===== src/rtl/tx_pll_lock_sequencer_pkg.sv =====
// tx_pll_seq_pkg: shared types and widths for the TX PLL lock sequencer.
//   tx_pll_seq_state_t : sequencer FSM states
//   TXPS_CNT_W         : width of the stability / timeout counters
//   TXPS_RETRY_W       : width of the restart retry counter
//   TXPS_LOSS_W        : width of the lock-loss counter
//   TXPS_RST_W         : width of the restart pulse counter
package tx_pll_seq_pkg;

  localparam int unsigned TXPS_CNT_W   = 20;
  localparam int unsigned TXPS_RETRY_W = 4;
  localparam int unsigned TXPS_LOSS_W  = 8;
  localparam int unsigned TXPS_RST_W   = 8;

  typedef enum logic [2:0] {
    TXPS_RESTART,
    TXPS_WAIT_LOCK,
    TXPS_STABLE,
    TXPS_READY,
    TXPS_FAULT
  } tx_pll_seq_state_t;

endpackage


===== src/rtl/tx_pll_lock_sequencer_sync.sv =====
// tx_pll_lock_sync: two-flop synchroniser for the raw PLL lock.
//   clk     : destination clock
//   rst_n   : asynchronous active-low reset, output resets to 0
//   async_i : asynchronous input
//   sync_o  : input synchronised to clk (2-cycle latency)
module tx_pll_lock_sync (
  input  logic clk,
  input  logic rst_n,
  input  logic async_i,
  output logic sync_o
);

  logic meta_q, meta_d;
  logic sync_q, sync_d;

  always_comb begin
    meta_d = async_i;
    sync_d = meta_q;
  end

  always_ff @(posedge clk or negedge rst_n) begin
    if (!rst_n) begin
      meta_q <= 1'b0;
      sync_q <= 1'b0;
    end else begin
      meta_q <= meta_d;
      sync_q <= sync_d;
    end
  end

  assign sync_o = sync_q;

endmodule


===== src/rtl/tx_pll_lock_sequencer.sv =====
// tx_pll_lock_sequencer: supervises the TX PLL lock, qualifies it over a
// stability window, restarts the PLL on timeout with bounded retries and
// releases the lane reset only while the PLL is qualified locked.
//   CLK           : fabric clock
//   ARST_N        : asynchronous active-low reset (deassertion pre-synchronised)
//   LOCK          : raw PLL lock, asynchronous
//   CLEAR         : single-cycle pulse, clears counters and exits FAULT
//   PLL_RESTART_N : active-low PLL restart request
//   LANE_RST_N    : active-low lane reset, high only in READY
//   READY         : PLL qualified locked
//   FAULT         : sticky retry exhaustion
//   RETRY_CNT     : restarts issued since reset or CLEAR
//   LOSS_CNT      : saturating lock-loss count (only with TX_PLL_SEQ_LOSS_CNT_EN)
// Optional feature macro: TX_PLL_SEQ_LOSS_CNT_EN
module tx_pll_lock_sequencer
  import tx_pll_seq_pkg::*;
#(
  parameter int unsigned STABLE_CYCLES  = 1024,
  parameter int unsigned LOCK_TIMEOUT   = 1000000,
  parameter int unsigned RESTART_CYCLES = 64,
  parameter int unsigned MAX_RETRIES    = 3
) (
  input  logic                    CLK,
  input  logic                    ARST_N,
  input  logic                    LOCK,
  input  logic                    CLEAR,
  output logic                    PLL_RESTART_N,
  output logic                    LANE_RST_N,
  output logic                    READY,
  output logic                    FAULT,
  output logic [TXPS_RETRY_W-1:0] RETRY_CNT
`ifdef TX_PLL_SEQ_LOSS_CNT_EN
  ,
  output logic [TXPS_LOSS_W-1:0]  LOSS_CNT
`endif
);

  // Counters compare against "last" values so the transition happens on the
  // N-th cycle spent in the state.
  localparam logic [TXPS_CNT_W-1:0]   STAB_LAST = TXPS_CNT_W'(STABLE_CYCLES - 1);
  localparam logic [TXPS_CNT_W-1:0]   TO_LAST   = TXPS_CNT_W'(LOCK_TIMEOUT - 1);
  localparam logic [TXPS_RST_W-1:0]   RST_LAST  = TXPS_RST_W'(RESTART_CYCLES - 1);
  localparam logic [TXPS_RETRY_W-1:0] RETRY_MAX = TXPS_RETRY_W'(MAX_RETRIES);

  logic lock_s;

  tx_pll_lock_sync u_lock_sync (
    .clk     (CLK),
    .rst_n   (ARST_N),
    .async_i (LOCK),
    .sync_o  (lock_s)
  );

  tx_pll_seq_state_t        state_q, state_d;
  logic [TXPS_RST_W-1:0]    rst_cnt_q, rst_cnt_d;
  logic [TXPS_CNT_W-1:0]    to_cnt_q, to_cnt_d;
  logic [TXPS_CNT_W-1:0]    stab_cnt_q, stab_cnt_d;
  logic [TXPS_RETRY_W-1:0]  retry_cnt_q, retry_cnt_d;
  logic                     pll_restart_n_q, lane_rst_n_q, ready_q, fault_q;
  logic                     timeout;
  logic                     retry_ok;
`ifdef TX_PLL_SEQ_LOSS_CNT_EN
  logic [TXPS_LOSS_W-1:0]   loss_cnt_q, loss_cnt_d;
`endif

  assign timeout  = (to_cnt_q == TO_LAST);
  assign retry_ok = (retry_cnt_q < RETRY_MAX);

  always_comb begin
    state_d     = state_q;
    rst_cnt_d   = rst_cnt_q;
    to_cnt_d    = to_cnt_q;
    stab_cnt_d  = stab_cnt_q;
    retry_cnt_d = retry_cnt_q;
`ifdef TX_PLL_SEQ_LOSS_CNT_EN
    loss_cnt_d  = loss_cnt_q;
`endif

    unique case (state_q)
      TXPS_RESTART: begin
        if (rst_cnt_q == RST_LAST) begin
          state_d  = TXPS_WAIT_LOCK;
          to_cnt_d = '0;
        end else begin
          rst_cnt_d = rst_cnt_q + 1'b1;
        end
      end

      // Timeout beats a lock seen on the last cycle of the window; otherwise
      // STABLE would start with an already expired timeout counter.
      TXPS_WAIT_LOCK: begin
        to_cnt_d = to_cnt_q + 1'b1;
        if (timeout) begin
          state_d   = retry_ok ? TXPS_RESTART : TXPS_FAULT;
          rst_cnt_d = '0;
          if (retry_ok) retry_cnt_d = retry_cnt_q + 1'b1;
        end else if (lock_s) begin
          state_d    = TXPS_STABLE;
          stab_cnt_d = '0;
        end
      end

      // Priority: completed qualification, then timeout, then lock drop.
      // A drop on the completing cycle fails the first term and falls through.
      TXPS_STABLE: begin
        to_cnt_d = to_cnt_q + 1'b1;
        if (lock_s && (stab_cnt_q == STAB_LAST)) begin
          state_d = TXPS_READY;
        end else if (timeout) begin
          state_d   = retry_ok ? TXPS_RESTART : TXPS_FAULT;
          rst_cnt_d = '0;
          if (retry_ok) retry_cnt_d = retry_cnt_q + 1'b1;
        end else if (!lock_s) begin
          state_d = TXPS_WAIT_LOCK;
        end else begin
          stab_cnt_d = stab_cnt_q + 1'b1;
        end
      end

      TXPS_READY: begin
        if (!lock_s) begin
          state_d  = TXPS_WAIT_LOCK;
          to_cnt_d = '0;
`ifdef TX_PLL_SEQ_LOSS_CNT_EN
          if (loss_cnt_q != '1) loss_cnt_d = loss_cnt_q + 1'b1;
`endif
        end
      end

      TXPS_FAULT: begin
        if (CLEAR) begin
          state_d   = TXPS_RESTART;
          rst_cnt_d = '0;
        end
      end

      default: begin
        state_d   = TXPS_RESTART;
        rst_cnt_d = '0;
      end
    endcase

    // CLEAR overrides any same-cycle increment.
    if (CLEAR) begin
      retry_cnt_d = '0;
`ifdef TX_PLL_SEQ_LOSS_CNT_EN
      loss_cnt_d  = '0;
`endif
    end
  end

  always_ff @(posedge CLK or negedge ARST_N) begin
    if (!ARST_N) begin
      state_q         <= TXPS_RESTART;
      rst_cnt_q       <= '0;
      to_cnt_q        <= '0;
      stab_cnt_q      <= '0;
      retry_cnt_q     <= '0;
      pll_restart_n_q <= 1'b0;
      lane_rst_n_q    <= 1'b0;
      ready_q         <= 1'b0;
      fault_q         <= 1'b0;
`ifdef TX_PLL_SEQ_LOSS_CNT_EN
      loss_cnt_q      <= '0;
`endif
    end else begin
      state_q         <= state_d;
      rst_cnt_q       <= rst_cnt_d;
      to_cnt_q        <= to_cnt_d;
      stab_cnt_q      <= stab_cnt_d;
      retry_cnt_q     <= retry_cnt_d;
      pll_restart_n_q <= (state_d != TXPS_RESTART);
      lane_rst_n_q    <= (state_d == TXPS_READY);
      ready_q         <= (state_d == TXPS_READY);
      fault_q         <= (state_d == TXPS_FAULT);
`ifdef TX_PLL_SEQ_LOSS_CNT_EN
      loss_cnt_q      <= loss_cnt_d;
`endif
    end
  end

  assign PLL_RESTART_N = pll_restart_n_q;
  assign LANE_RST_N    = lane_rst_n_q;
  assign READY         = ready_q;
  assign FAULT         = fault_q;
  assign RETRY_CNT     = retry_cnt_q;
`ifdef TX_PLL_SEQ_LOSS_CNT_EN
  assign LOSS_CNT      = loss_cnt_q;
`endif

endmodule


===== config.mk =====
export PLATFORM = sky130hd
export DESIGN_NAME = tx_pll_lock_sequencer
export DESIGN_NICKNAME = d
export VERILOG_FILES = /design/src/rtl/tx_pll_lock_sequencer_pkg.sv /design/src/rtl/tx_pll_lock_sequencer_sync.sv /design/src/rtl/tx_pll_lock_sequencer.sv
export SDC_FILE = /design/constraint.sdc
export NUM_CORES = 1
export LEC_CHECK = 0
export ABC_CLOCK_PERIOD_IN_PS = 1950
export BUFFER_PORTS_ARGS = -buffer_cell sky130_fd_sc_hd__clkbuf_2
export CORE_ASPECT_RATIO = 1.4
export CORE_MARGIN = 10
export CORE_UTILIZATION = 40
export DETAILED_ROUTE_END_ITERATION = 6
export GPL_TIMING_DRIVEN = 0
export SYNTH_ARGS = -nofsm -noshare
export SYNTH_HDL_FRONTEND = slang
export SYNTH_SLANG_ARGS = --single-unit

===== constraint.sdc =====
create_clock -name CLK -period 1.95 [get_ports CLK]
set_input_delay 0.4875 -clock CLK [delete_from_list [all_inputs] [get_ports CLK]]
set_output_delay 0.4875 -clock CLK [all_outputs]
set_load 0.01 [all_outputs]

==> reports/results.txt, run 1 <==
The run finished, with violations left. The final reports fail on DRC, setup timing. The number of register bits inferred by synthesis is 60. The run gives 3164 as the via count. The post-synthesis async set-or-reset flop share came out at 1.00. The combinational share of power was 0.011. The number of antenna violations at the first check in global routing was 0; the overall track demand over capacity in global routing was 0.144. The chip width works out to 98.5 um. The number of detailed-routing iterations run before antenna repair was 7; the clock network latency to the later pin of the worst-skew pair was 330 ps.

For this block, the initial DRC count from the detailed router was 169. Yosys mapped a number of flops with a built-in enable equal to 0. In this design, the stage delay of the slowest critical-path cell is 420 ps.

The largest clock skew in the final design is 4.61 ps, and the proportion of layout cells with a drive suffix above 1 is 0.310. The detailed-route vias per instance was 6.03. The path type of the worst min-delay path was input port to register.

The root buffer cell chosen for the clock tree is sky130_fd_sc_hd__clkbuf_16. The floorplan step defined a core boundary enclosing 0.00851 mm^2. The start-to-end type of the worst setup path is register to register. In this run the tool buffered the top-level ports with 11 buffer cells. The filler cell count is 757.

Setup repair after global routing could not meet its margin everywhere. The total detailed-routing wirelength was 9060 um. The area growth from synthesis to layout is 30.0%. The tools report the setup slack of the most critical reg-to-reg path as -30 ps.

The first global-routing pass estimated 15200 um of wire. For this run, the leading register cell type out of synthesis is sky130_fd_sc_hd__dfrtp_1. Along the worst path, the maximum fanout reaches 7. The measured slew at the worst slew-check pin was 864 ps; the row count was 40.

The via count of the first global-routing pass is 3135, and the die outline height is 130 um. The logs give 0 for the final count of pins violating max slew and 0.424 for the worst slew margin relative to its limit. In the final routed layout, each cell accounts on average for 17.3 um.

For this design the top-level I/O count stands at 12. Entering global routing, the biggest net connects 61 pins. For the number of DRC violations after detailed routing, the log shows 2. Global routing finished with a remaining overflow of 0. The die covers 0.0128 mm^2.

In the final layout, flip-flops and latches occupy 0.00151 mm^2. The logs give 5710 um for the detailed-placement wirelength estimate and 3 for the number of H-tree levels. The critical path data arrival time came out at 2230 ps. Most numerous cell on the critical path: sky130_fd_sc_hd__buf_6. The setup slack after layout was -29.2 ps. TritonCTS built the clock tree. The library cell used most frequently in the layout, excluding fill and tap cells, is sky130_fd_sc_hd__dfrtp_1. The logs give 0.608 for the part of the power in the clock network and 368 for the synthesized instance count. The post-route clock period utilization was 1.01. Leaving out fill and tap cells, the most frequent cells in the layout are 54 x sky130_fd_sc_hd__dfrtp_1, 35 x sky130_fd_sc_hd__o21ai_0, 26 x sky130_fd_sc_hd__nand2_1. The tools report the placed standard-cell area as 0.00364 mm^2. The run gives 0 as the antenna violation net count after detailed routing. After synthesis, the mean cell area works out to 9.37 um^2. The sequential group share of total power was 0.381. The longest clock path from root to sink contains 2 buffers. The logs give 0.405 for the starting density of the core and 0.612 mW for the net switching component of the power.

The tools report the critical path launch point type as a register. In this run, distinct cell masters in the synthesized netlist total 63. After synthesis the cells add up to 0.00345 mm^2. The number of placed cells counting well taps came out at 484. The required time of the critical path was 2200 ps. The logs give 505 MHz for the maximum clock frequency and 0 for the number of inserted diodes. The analysis attributes to cell leakage a power of 1.89 nW.

The switching share of power came out at 0.187. Once layout is complete, the cells apart from fillers number 525. The number of clock buffers added by TritonCTS is 9. Traced cell by cell, the critical path runs through ha_4 > nand3_4 > or2_1 > buf_6 > o2111ai_4 > buf_6 > or4_1 > a21oi_2. The path with the worst hold slack has its endpoint at u_lock_sync.meta_q$_DFF_PN0_. IR analysis of the VDD net gives a maximum drop of 0.423 mV.

The internal power of the cells totals 2.66 mW. For this design the ratio of total power to cell area is 731 mW/mm^2. For the count of endpoints failing hold in the final timing report, the log shows 0. For the net count after synthesis, the log shows 376.

For the final instance area, the log shows 0.00448 mm^2. The sink count of the clock tree was 60. The slowest stage of the critical path is the sky130_fd_sc_hd__or4_1 cell. The worst register-to-register path begins at to_cnt_q[1]$_DFFE_PN0P_. The routability congestion estimate from global placement is 0.822, and the clock-pin transition on the worst setup and hold timing paths is 50 ps. Worst setup timing slack at the placement stage: -286 ps.

Measured in cells, the most critical reg-to-reg path has a length of 8. Instance count along the most critical hold path: 1. For the final net count, the log shows 423.

Sort of element at the end of the critical path: a register. The count of endpoints failing setup in the final report came out at 1. The total area of multi-input combinational cells was 0.00203 mm^2.

The capture point of the worst reg-to-reg path is stab_cnt_q[7]$_DFFE_PN0P_. Across the run, the number of max-cap violations was 0. The count of yosys warnings during synthesis is 0. The startpoint identified for the worst hold timing path is LOCK. The final critical delay including setup and external delays works out to 1980 ps.

The run gives 0.435 as the proportion of synthesized chip area in sequential cells.
## logic make-up (layout without fill, tap and decap cells)
family / count (synthesis) / after routing / synth area share
and+or+nand+nor: 153 / 153 / 0.273
AOI/OAI and AO/OA: 119 / 120 / 0.230
DFF: 60 / 60 / 0.435
buffers and inverters: 30 / 81 / 0.0414
muxes: 1 / 1 / 0.00327
adders and majority gates: 4 / 4 / 0.0145
xor gates and xnor gates: 1 / 1 / 0.00254
## synth_stat cells (6+ instances only)
library cell	instances	area, um^2
sky130_fd_sc_hd__nor2_1	16	60.1
sky130_fd_sc_hd__and3_1	6	37.5
sky130_fd_sc_hd__nor3_1	6	30.0
sky130_fd_sc_hd__nand4_1	11	68.8
sky130_fd_sc_hd__buf_2	6	30.0
sky130_fd_sc_hd__or3_1	8	50.1
sky130_fd_sc_hd__nand3_1	17	85.1
sky130_fd_sc_hd__nand2_1	29	109
sky130_fd_sc_hd__or4_1	14	105
sky130_fd_sc_hd__o21ai_0	40	200
sky130_fd_sc_hd__and2_1	6	37.5
sky130_fd_sc_hd__inv_1	9	33.8
sky130_fd_sc_hd__a31oi_1	11	68.8
sky130_fd_sc_hd__o31ai_1	14	105
sky130_fd_sc_hd__clkbuf_1	10	37.5
sky130_fd_sc_hd__dfrtp_1	60	1500
sky130_fd_sc_hd__a21oi_1	20	100
## worst max-delay path, delay by kind of cell, from the launching register on
| kind | cells | cell delay, ps |
|---|---|---|
| simple gates | 3 | 640 |
| flops | 1 | 410 |
| buf+inv | 2 | 330 |
| compound gates | 2 | 330 |
| fa+ha+maj | 1 | 190 |
## power by group through the flow
stage	sequential, mW	clock [mW]	combinational, mW
global placement	1.27	0	0.0366
floorplan	1.27	0	0.00417
CTS	1.25	2.03	0.0381
finish	1.25	1.99	0.0362
detailed placement	1.27	0	0.0376
global route	1.25	2.09	0.0420
## worst max path at each step
stage | from | to | slack [ps] | cells after the start
global route | to_cnt_q[1]$_DFFE_PN0P_ | stab_cnt_q[7]$_DFFE_PN0P_ | -100 | 8
global placement | to_cnt_q[0]$_DFFE_PN0P_ | stab_cnt_q[6]$_DFFE_PN0P_ | -260 | 9
floorplan | to_cnt_q[0]$_DFFE_PN0P_ | stab_cnt_q[14]$_DFFE_PN0P_ | 20 | 7
detailed placement | to_cnt_q[0]$_DFFE_PN0P_ | stab_cnt_q[4]$_DFFE_PN0P_ | -290 | 9
CTS | to_cnt_q[15]$_DFFE_PN0P_ | stab_cnt_q[7]$_DFFE_PN0P_ | -20 | 7
finish | to_cnt_q[1]$_DFFE_PN0P_ | stab_cnt_q[7]$_DFFE_PN0P_ | -30 | 8
## state kept, by name (all words and copies together), names as in the netlist
signal,count
u_lock_sync.sync_o,1
state_q,3
u_lock_sync.meta_q,1
to_cnt_q,20
rst_cnt_q,8
RETRY_CNT,4
FAULT,1
stab_cnt_q,20
READY,1
PLL_RESTART_N,1
## timing repair
| action | in CTS | in global routing |
|---|---|---|
| hold buffers | 0 | 0 |
| pin swaps | 8 | 27 |
| gates resized for setup | 27 | 55 |
| setup endpoints to repair | 47 | 50 |
| gates cloned | 2 | 0 |
| setup buffers | 16 | 9 |
| endpoints found under the hold margin | 0 | 0 |
## per-layer routing
layer,up-vias,GRT usage,share of wire
met1,1557,0.173,0.43
met5,-,0,0
met3,10,0.0376,0.044
li1,1515,-,-
met2,82,0.241,0.51
met4,0,0.0566,0.014
## per-stage QoR
| step | hold WS [ps] | setup TNS [ps] | power (mW) | util |
|---|---|---|---|---|
| after floorplan | 192 | 0 | 1.27 | - |
| after global placement | 331 | -7050 | 1.31 | 0.427 |
| after detailed placement | 335 | -6630 | 1.31 | 0.428 |
| after CTS | 252 | -35.6 | 3.31 | 0.501 |
| after global routing | 247 | -1260 | 3.38 | 0.527 |
| final | 260 | -29.2 | 3.28 | 0.527 |
## cell type report
cell class	instances	area share
timing repair buffer	37	0.0597
clock buffer	10	0.0533
buffer	19	0.0304
sequential	60	0.337
multi-input combinational	279	0.453
tap	105	0.0293
inverter	9	0.00754
clock inverter	6	0.0301
No activity file was read; power rests on OpenSTA's default activity.
==> run 2: changes to the inputs <==
Settings changed: BUFFER_PORTS_ARGS -buffer_cell sky130_fd_sc_hd__clkbuf_2 to unset, DONT_BUFFER_PORTS set to 1.
==> reports/results.txt, run 2 (same netlist as run 1, synthesis figures left out) <==
The routability congestion estimate from global placement was 0.818 (-0.49%); the final instance area was 0.00437 mm^2 (-2.5%). The final net count was 412 (-2.6%). In this run the critical register-to-register path is launched from to_cnt_q[1]$_DFFE_PN0P_. The filler cell count came out at 767 (+1.3%). The flow ran to the end, but the final reports show violations.

In the layout the commonest cells are 53 x sky130_fd_sc_hd__dfrtp_1, 38 x sky130_fd_sc_hd__o21ai_0, 27 x sky130_fd_sc_hd__nand2_1. In the final layout, the registers with the most flip-flops are stab_cnt_q (20), to_cnt_q (20), rst_cnt_q (8). The proportion of layout cells with a drive suffix above 1 is 0.287 (-0.0221).

Worst IR drop on VDD: 0.569 mV (+35%). In this run the worst hold path is classified as input port to asynchronous set/reset pin. The setup slack after layout is -43.0 ps (-13.8 ps), and the total overflow reported by the global router is 0 (unchanged).

For the number of placed cells counting well taps, the log shows 473 (-2.3%). The largest clock skew in the final design was 8.30 ps (+3.68 ps); the worst slew margin relative to its limit was 0.603 (+0.179). The placed standard-cell area is 0.00358 mm^2 (-1.6%), and the area of the core region is 0.00851 mm^2 (unchanged).

The final standard cell utilization of the core was 0.514 (-0.0129). The maximum clock frequency is 502 MHz (-0.69%). Setup repair after global routing could not meet its margin everywhere.

The max-cap violation count came out at 0 (unchanged). The number of top-level pins was 12 (unchanged); the row count was 40 (unchanged). The highest net fanout along the worst path works out to 8 (+1). Start-to-end type of the worst setup path: register to register.

The logs give 61 (unchanged) for the maximum number of pins on one net before global-route repair and 0.569 mW (-7.0%) for the net switching component of the power. The total detailed-routing wirelength was 9220 um (+1.7%). The switching share of power was 0.198 (+0.0116); the count of endpoints failing hold in the final timing report was 0 (unchanged). The run gives 0 (unchanged) as the number of antenna violations at the first check in global routing. The via count is 3159 (-0.16%), and the worst reg-to-reg path cell count is 8 (unchanged).

The worst setup path is captured at a register. The routed wire length per instance works out to 18.0 um (+4.3%). The tools report the number of cells in the finished layout apart from fillers as 512 (-2.5%). STA classifies the critical path startpoint as a register. The count of endpoints failing setup in the final report is 2 (+1). For the part of the power in the clock network, the log shows 0.551 (-0.057). The run gives 5840 um (+2.4%) as the detailed-placement wirelength estimate. The tools report the number of H-tree levels as 3 (unchanged). The chip width was 98.5 um (unchanged); the clock-pin transition on the worst setup and hold timing paths was 50 ps (about the same).

The worst setup timing slack at the placement stage is -269 ps (+16.8 ps), and the clock network latency to the later pin of the worst-skew pair is 330 ps (about the same). Number of port buffers: 0 (-11). Commonest non-fill, non-tap cell in the layout: sky130_fd_sc_hd__dfrtp_1. The final reports fail on setup timing. The maximum count of clock buffers along a single path is 2 (unchanged), and the power per standard cell area is 656 mW/mm^2 (-10%).

The measured slew at the worst slew-check pin works out to 592 ps (-272 ps). The tree is rooted in a sky130_fd_sc_hd__clkbuf_16. The area growth from synthesis to final layout is 26.8%. The final count of pins violating max slew came out at 0 (unchanged).

The number of inserted diodes came out at 0 (unchanged). The global-route wire length before repair is 14800 um (-2.9%). The post-route clock period utilization came out at 1.02 (+0.00707). Standby leakage power: 1.85 nW (-2.2%).

The final critical delay including setup and external delays came out at 1990 ps (+13.8 ps). The run gives 6 (-1) as the number of detailed-routing iterations run before antenna repair. The tools report the antenna violation net count after detailed routing as 0 (unchanged). The area enclosed by the die boundary was 0.0128 mm^2 (unchanged). The starting density of the core was 0.405 (unchanged).

The detailed-route vias per instance was 6.17 (+2.4%). The die outline height was 130 um (unchanged); the number of buffers added by the clock tree synthesis step was 9 (unchanged). The internal cell power is 2.30 mW (-14%). The source of the critical timing path is to_cnt_q[1]$_DFFE_PN0P_. The via count of the first global-routing pass was 2994 (-4.5%).

Overall track demand over capacity in global routing: 0.142 (-0.00202). The detailed router's first-iteration violation count was 149 (-12%); the final hold slack was 31.7 ps (-228 ps). Required time of the critical path: 2200 ps (about the same). The sequential group share of total power was 0.436 (+0.055).

The logs give 0 (-2) for the number of DRC violations after detailed routing and 0.013 (+0.002) for the combinational share of power. The critical path data arrival time was 2240 ps (about the same). TritonCTS built the clock tree.

The sink count of the clock tree was 60 (unchanged).
-- run 2: changes by cell type in the layout (fill, tap and decap cells not counted), moves of 2 or more --
| cell | delta |
|---|---|
| sky130_fd_sc_hd__clkinvlp_4 | -2 |
| sky130_fd_sc_hd__a21oi_2 | +3 |
| sky130_fd_sc_hd__o21ai_0 | +3 |
| sky130_fd_sc_hd__a21oi_1 | -3 |
| sky130_fd_sc_hd__bufinv_16 | -3 |
| sky130_fd_sc_hd__o31ai_2 | -2 |
| sky130_fd_sc_hd__o21ai_1 | -3 |
| sky130_fd_sc_hd__o31ai_1 | +2 |
| sky130_fd_sc_hd__clkbuf_2 | -9 |
-- run 2: cell type report --
type / count / area [um^2] / share of cell area
Multi-Input combinational cell: 278 / 2020 / 0.463
Tap cell: 105 / 131 / 0.0300
Buffer: 20 / 144 / 0.0329
Clock buffer: 12 / 256 / 0.0587
Inverter: 9 / 33.8 / 0.00773
Timing Repair Buffer: 26 / 239 / 0.0546
Clock inverter: 2 / 35.0 / 0.00801
Sequential cell: 60 / 1510 / 0.345
-- run 2: critical path, cell delays in order (launching register included) --
cell	delay, ps
sky130_fd_sc_hd__dfrtp_1	410
sky130_fd_sc_hd__ha_4	190
sky130_fd_sc_hd__nand3_4	110
sky130_fd_sc_hd__or2_1	120
sky130_fd_sc_hd__buf_6	140
sky130_fd_sc_hd__o2111ai_4	180
sky130_fd_sc_hd__buf_6	190
sky130_fd_sc_hd__or4_4	420
sky130_fd_sc_hd__a21oi_2	150
-- run 2: worst paths after layout --
check,slack [ps],endpoint
max reg2reg,-40,stab_cnt_q[7]$_DFFE_PN0P_
min,30,stab_cnt_q[8]$_DFFE_PN0P_
max in group asynchronous,1650,to_cnt_q[6]$_DFFE_PN0P_
max,-40,stab_cnt_q[7]$_DFFE_PN0P_
min in group CLK,180,u_lock_sync.meta_q$_DFF_PN0_
min reg2reg,350,u_lock_sync.sync_o$_DFF_PN0_
-- run 2: power by group through the flow --
stage          clock (mW)  sequential, mW  combinational (mW)
2_1_floorplan           0            1.27             0.00417
3_3_place_gp            0            1.27             0.00562
3_5_place_dp            0            1.27             0.00556
4_1_cts              1.61            1.25              0.0386
5_1_grt              1.67            1.25              0.0438
6_report             1.58            1.25              0.0384
-- run 2: metrics by stage --
| stage | total power [mW] | TNS [ps] |
|---|---|---|
| 5_1_grt | 2.96 | -1320 |
| 3_5_place_dp | 1.28 | -7100 |
| 4_1_cts | 2.89 | -5.80 |
| 2_1_floorplan | 1.27 | 0 |
| 3_3_place_gp | 1.28 | -6560 |
| 6_report | 2.87 | -43.4 |
-- run 2: timing repair --
action                                 in CTS  in global routing
pin swaps                                  14                 27
hold buffers                                1                  0
setup buffers                              15                 10
endpoints found under the hold margin      60                  0
gates resized for setup                    26                 55
setup endpoints to repair                  49                 51
-- run 2: layer usage --
metal	vias up	wire, um	track usage
met4	0	176	0.0727
met2	83	4650	0.237
met3	15	451	0.0413
li1	1497	-	-
met5	-	0	0
met1	1564	3940	0.162
==> run 3: changes to the inputs <==
Settings changed: ABC_AREA set to 1.
==> reports/results.txt, run 3 <==
The maximum clock frequency came out at 554 MHz (+10%). The tools report the met1 routing resource usage after global routing as 0.157 (-0.00496). The maximum count of clock buffers along a single path is 2 (unchanged). The measured slew at the worst slew-check pin was 481 ps (-111 ps).

The logs give 0 (unchanged) for the final count of pins violating max slew and 60 (unchanged) for the sink count of the clock tree. In the final layout, the registers with the most flip-flops are stab_cnt_q (20), to_cnt_q (20), rst_cnt_q (8). The tools report the post-synth design cell area as 0.00385 mm^2 (+12%). The net count after synthesis was 551 (+47%).

The logs give 8860 um (-3.9%) for the total detailed-routing wirelength and 0 (unchanged) for the number of antenna violations at the first check in global routing. The layer with the highest usage after global routing is met2. Detailed-placement wirelength estimate: 6380 um (+9.2%). The starting density of the core is 0.409 (+0.00359), and the required time of the critical path is 2170 ps (-30 ps). The worst reg-to-reg path cell count was 8 (unchanged).

In the synthesized netlist, the cells that appear most often are 177 x sky130_fd_sc_hd__nand2_1, 81 x sky130_fd_sc_hd__nor2_1, 60 x sky130_fd_sc_hd__dfrtp_1. The area growth from synthesis to final layout was 13.7%. The critical path goes through ha_1 > nand2_1 > nor3_2 > nand2_1 > nand2_1 > nand3_1 > buf_2 > a22o_1. The logs give 0.242 (+0.00478) for the met2 track demand over resource and 0.876 (+7.0%) for the routability congestion estimate from global placement.

The routed wire length per instance works out to 13.1 um (-27%). The number of port buffers is 0 (unchanged), and the row count is 42 (+5.0%). In the synthesized netlist the dominant register cell turns out to be sky130_fd_sc_hd__dfrtp_1.

On the critical path, the stage with the largest delay is an instance of sky130_fd_sc_hd__dfrtp_1. The run gives 140 ps (+190 ps) as the setup slack of the most critical reg-to-reg path. The clock-pin transition on the worst setup and hold timing paths came out at 60 ps (about the same). Start-to-end type of the worst setup path: register to register. The area of the core region was 0.00941 mm^2 (+11%). For the via count of the first global-routing pass, the log shows 3211 (+7.2%). Buffering stage count on the worst path with inverters included: 1 (-1). The count of endpoints failing setup in the final report was 0 (-2); the highest net fanout along the worst path was 10 (+2).

The via count is 3356 (+6.2%), and the final critical delay including setup and external delays is 1810 ps (-186 ps). STA classifies the critical path startpoint as a register. The run gives 543 (+48%) as the synthesized instance count.

Sorting the synthesized cells by area gives the leading types as sky130_fd_sc_hd__dfrtp_1 39%, sky130_fd_sc_hd__nand2_1 17%, sky130_fd_sc_hd__nor2_1 7.9%. The logs give 0 (unchanged) for the total overflow reported by the global router and 0 (unchanged) for the number of inserted diodes. The run gives 0 (unchanged) as the max-cap violation count. The largest clock skew in the final design came out at 8.07 ps (-0.228 ps). For the count of endpoints failing hold in the final timing report, the log shows 0 (unchanged).

The number of buffers added by the clock tree synthesis step came out at 9 (unchanged). The number of enable-type register cells in the synthesized netlist is 0 (unchanged), and the post-synthesis async set-or-reset flop share is 1.00 (unchanged). The most numerous cell on the critical path is sky130_fd_sc_hd__nand2_1. The tools report the number of top-level pins as 12 (unchanged). Post-route clock period utilization: 0.927 (-0.0955). The clock tree root driver cell was sky130_fd_sc_hd__clkbuf_16. The critical path data arrival time came out at 2020 ps (-220 ps).

The cell class contributing the biggest share of worst-path delay is simple AND/OR/NAND/NOR gates. The proportion of layout cells with a drive suffix above 1 is 0.113 (-0.174), and the maximum number of pins on one net before global-route repair is 61 (unchanged). The final instance area is 0.00437 mm^2 (unchanged), and the worst slew margin relative to its limit is 0.678 (+0.0746). The path type of the worst min-delay path was input port to asynchronous set/reset pin. The placed standard-cell area came out at 0.00398 mm^2 (+11%). Leaving out fill and tap cells, the most frequent cell in the layout is sky130_fd_sc_hd__nand2_1. The detailed-route vias per instance was 4.97 (-19%). The final net count was 569 (+38%); the antenna violation net count after detailed routing was 0 (unchanged).

Die outline height: 136 um (+4.7%). TritonCTS built the clock tree. The library cells used most frequently in the layout, excluding fill and tap cells, are 177 x sky130_fd_sc_hd__nand2_1, 80 x sky130_fd_sc_hd__nor2_1, 59 x sky130_fd_sc_hd__dfrtp_1. For the detailed router's first-iteration violation count, the log shows 194 (+30%).

The average size of a mapped cell works out to 7.08 um^2 (-24%). The run finished with clean final reports. For the count of yosys warnings during synthesis, the log shows 0 (unchanged). For the number of detailed-routing iterations run before antenna repair, the log shows 4 (-2). The number of H-tree levels was 3 (unchanged); the standby leakage power was 2.04 nW (+10%).

The chip width is 103 um (+4.5%), and the number of DRC violations after detailed routing is 0 (unchanged). The clock network latency to the later pin of the worst-skew pair is 330 ps (about the same). The biggest area contributor in the post-synthesis netlist is sky130_fd_sc_hd__dfrtp_1. The share of the synthesized area in the top cell type was 0.390 (-0.0450). The worst IR drop on VDD was 0.574 mV (+0.99%); the highest cell delay on the worst timing path was 430 ps (about the same). The distinct cell type count after synthesis was 37 (-41%). The logs give 0.390 (-0.0450) for the proportion of synthesized chip area in sequential cells and 0.137 (-0.00502) for the overall track demand over capacity in global routing. The sum of internal, switching and leakage power is 4.54 mW (+58%). Routing usage on met3: 0.0320 (-0.00926).

Number of register bits inferred by synthesis: 60 (unchanged). STA classifies the critical path endpoint as a register. Cell with the most instances after synthesis: sky130_fd_sc_hd__nand2_1. For the global-route wire length before repair, the log shows 15100 um (+2.3%).

The cell count along the critical path is 8 (unchanged). The area enclosed by the die boundary was 0.0140 mm^2 (+9.4%). Power per standard cell area: 1040 mW/mm^2 (+58%).
==> run 3: layout make-up <==
cell class | count | area (um^2)
fill | 916 | 5030
multi-input combinational | 415 | 2070
sequential | 60 | 1500
clock buffer | 11 | 243
inverter | 56 | 210
tap | 110 | 138
buffer | 12 | 83.8
timing repair buffer | 7 | 72.6
clock inverter | 4 | 50.0
==> run 3: metrics by stage <==
step	hold slack [ps]	TNS (ps)	util	worst slack, ps	cells
2_1_floorplan	192	0	-	304	543
3_3_place_gp	197	-500	0.424	-65.4	653
3_5_place_dp	197	-743	0.424	-103	653
4_1_cts	35.8	0	0.458	18.3	669
5_1_grt	37.5	-6.48	0.465	-6.48	675
6_report	25.0	0	0.465	143	675
==> run 3: metal layers <==
| metal | up-vias | wire length (um) |
|---|---|---|
| li1 | 1743 | - |
| met1 | 1559 | 3790 |
| met2 | 44 | 4670 |
| met3 | 10 | 248 |
| met4 | 0 | 143 |
| met5 | - | 0 |
==> run 3: worst paths after layout <==
path | from | endpoint
max | rst_cnt_q[0]$_DFFE_PN0P_ | to_cnt_q[1]$_DFFE_PN0P_
min | ARST_N | to_cnt_q[1]$_DFFE_PN0P_
max reg2reg | rst_cnt_q[0]$_DFFE_PN0P_ | to_cnt_q[1]$_DFFE_PN0P_
min reg2reg | u_lock_sync.meta_q$_DFF_PN0_ | u_lock_sync.sync_o$_DFF_PN0_
max in group asynchronous | ARST_N | rst_cnt_q[4]$_DFFE_PN0P_
min in group CLK | LOCK | u_lock_sync.meta_q$_DFF_PN0_
==> run 3: cells by family after synthesis <==
logic type / Yosys count / share of synthesized area
AO/OA/AOI/OAI: 31 / 0.0550
XOR/XNOR: 28 / 0.0638
adder cells (fa/ha/maj): 4 / 0.0130
buffers and inverters: 68 / 0.0764
flip-flops: 60 / 0.390
AND/OR/NAND/NOR: 352 / 0.401
==> run 3: where the power goes <==
group	switching [mW]	internal [mW]	leakage (nW)
logic	0.917	0.500	1.09
clock network	0.573	1.01	0.138
registers	0.149	1.39	0.815
==> run 3: what timing repair did <==
| item | CTS | global route |
|---|---|---|
| hold endpoints to repair | 60 | 0 |
| endpoints found under the setup margin | 9 | 24 |
| resized for setup | 3 | 3 |
| gates cloned | 0 | 0 |
| hold buffers | 1 | 0 |
| buffers inserted | 0 | 6 |
| pin swaps | 1 | 2 |
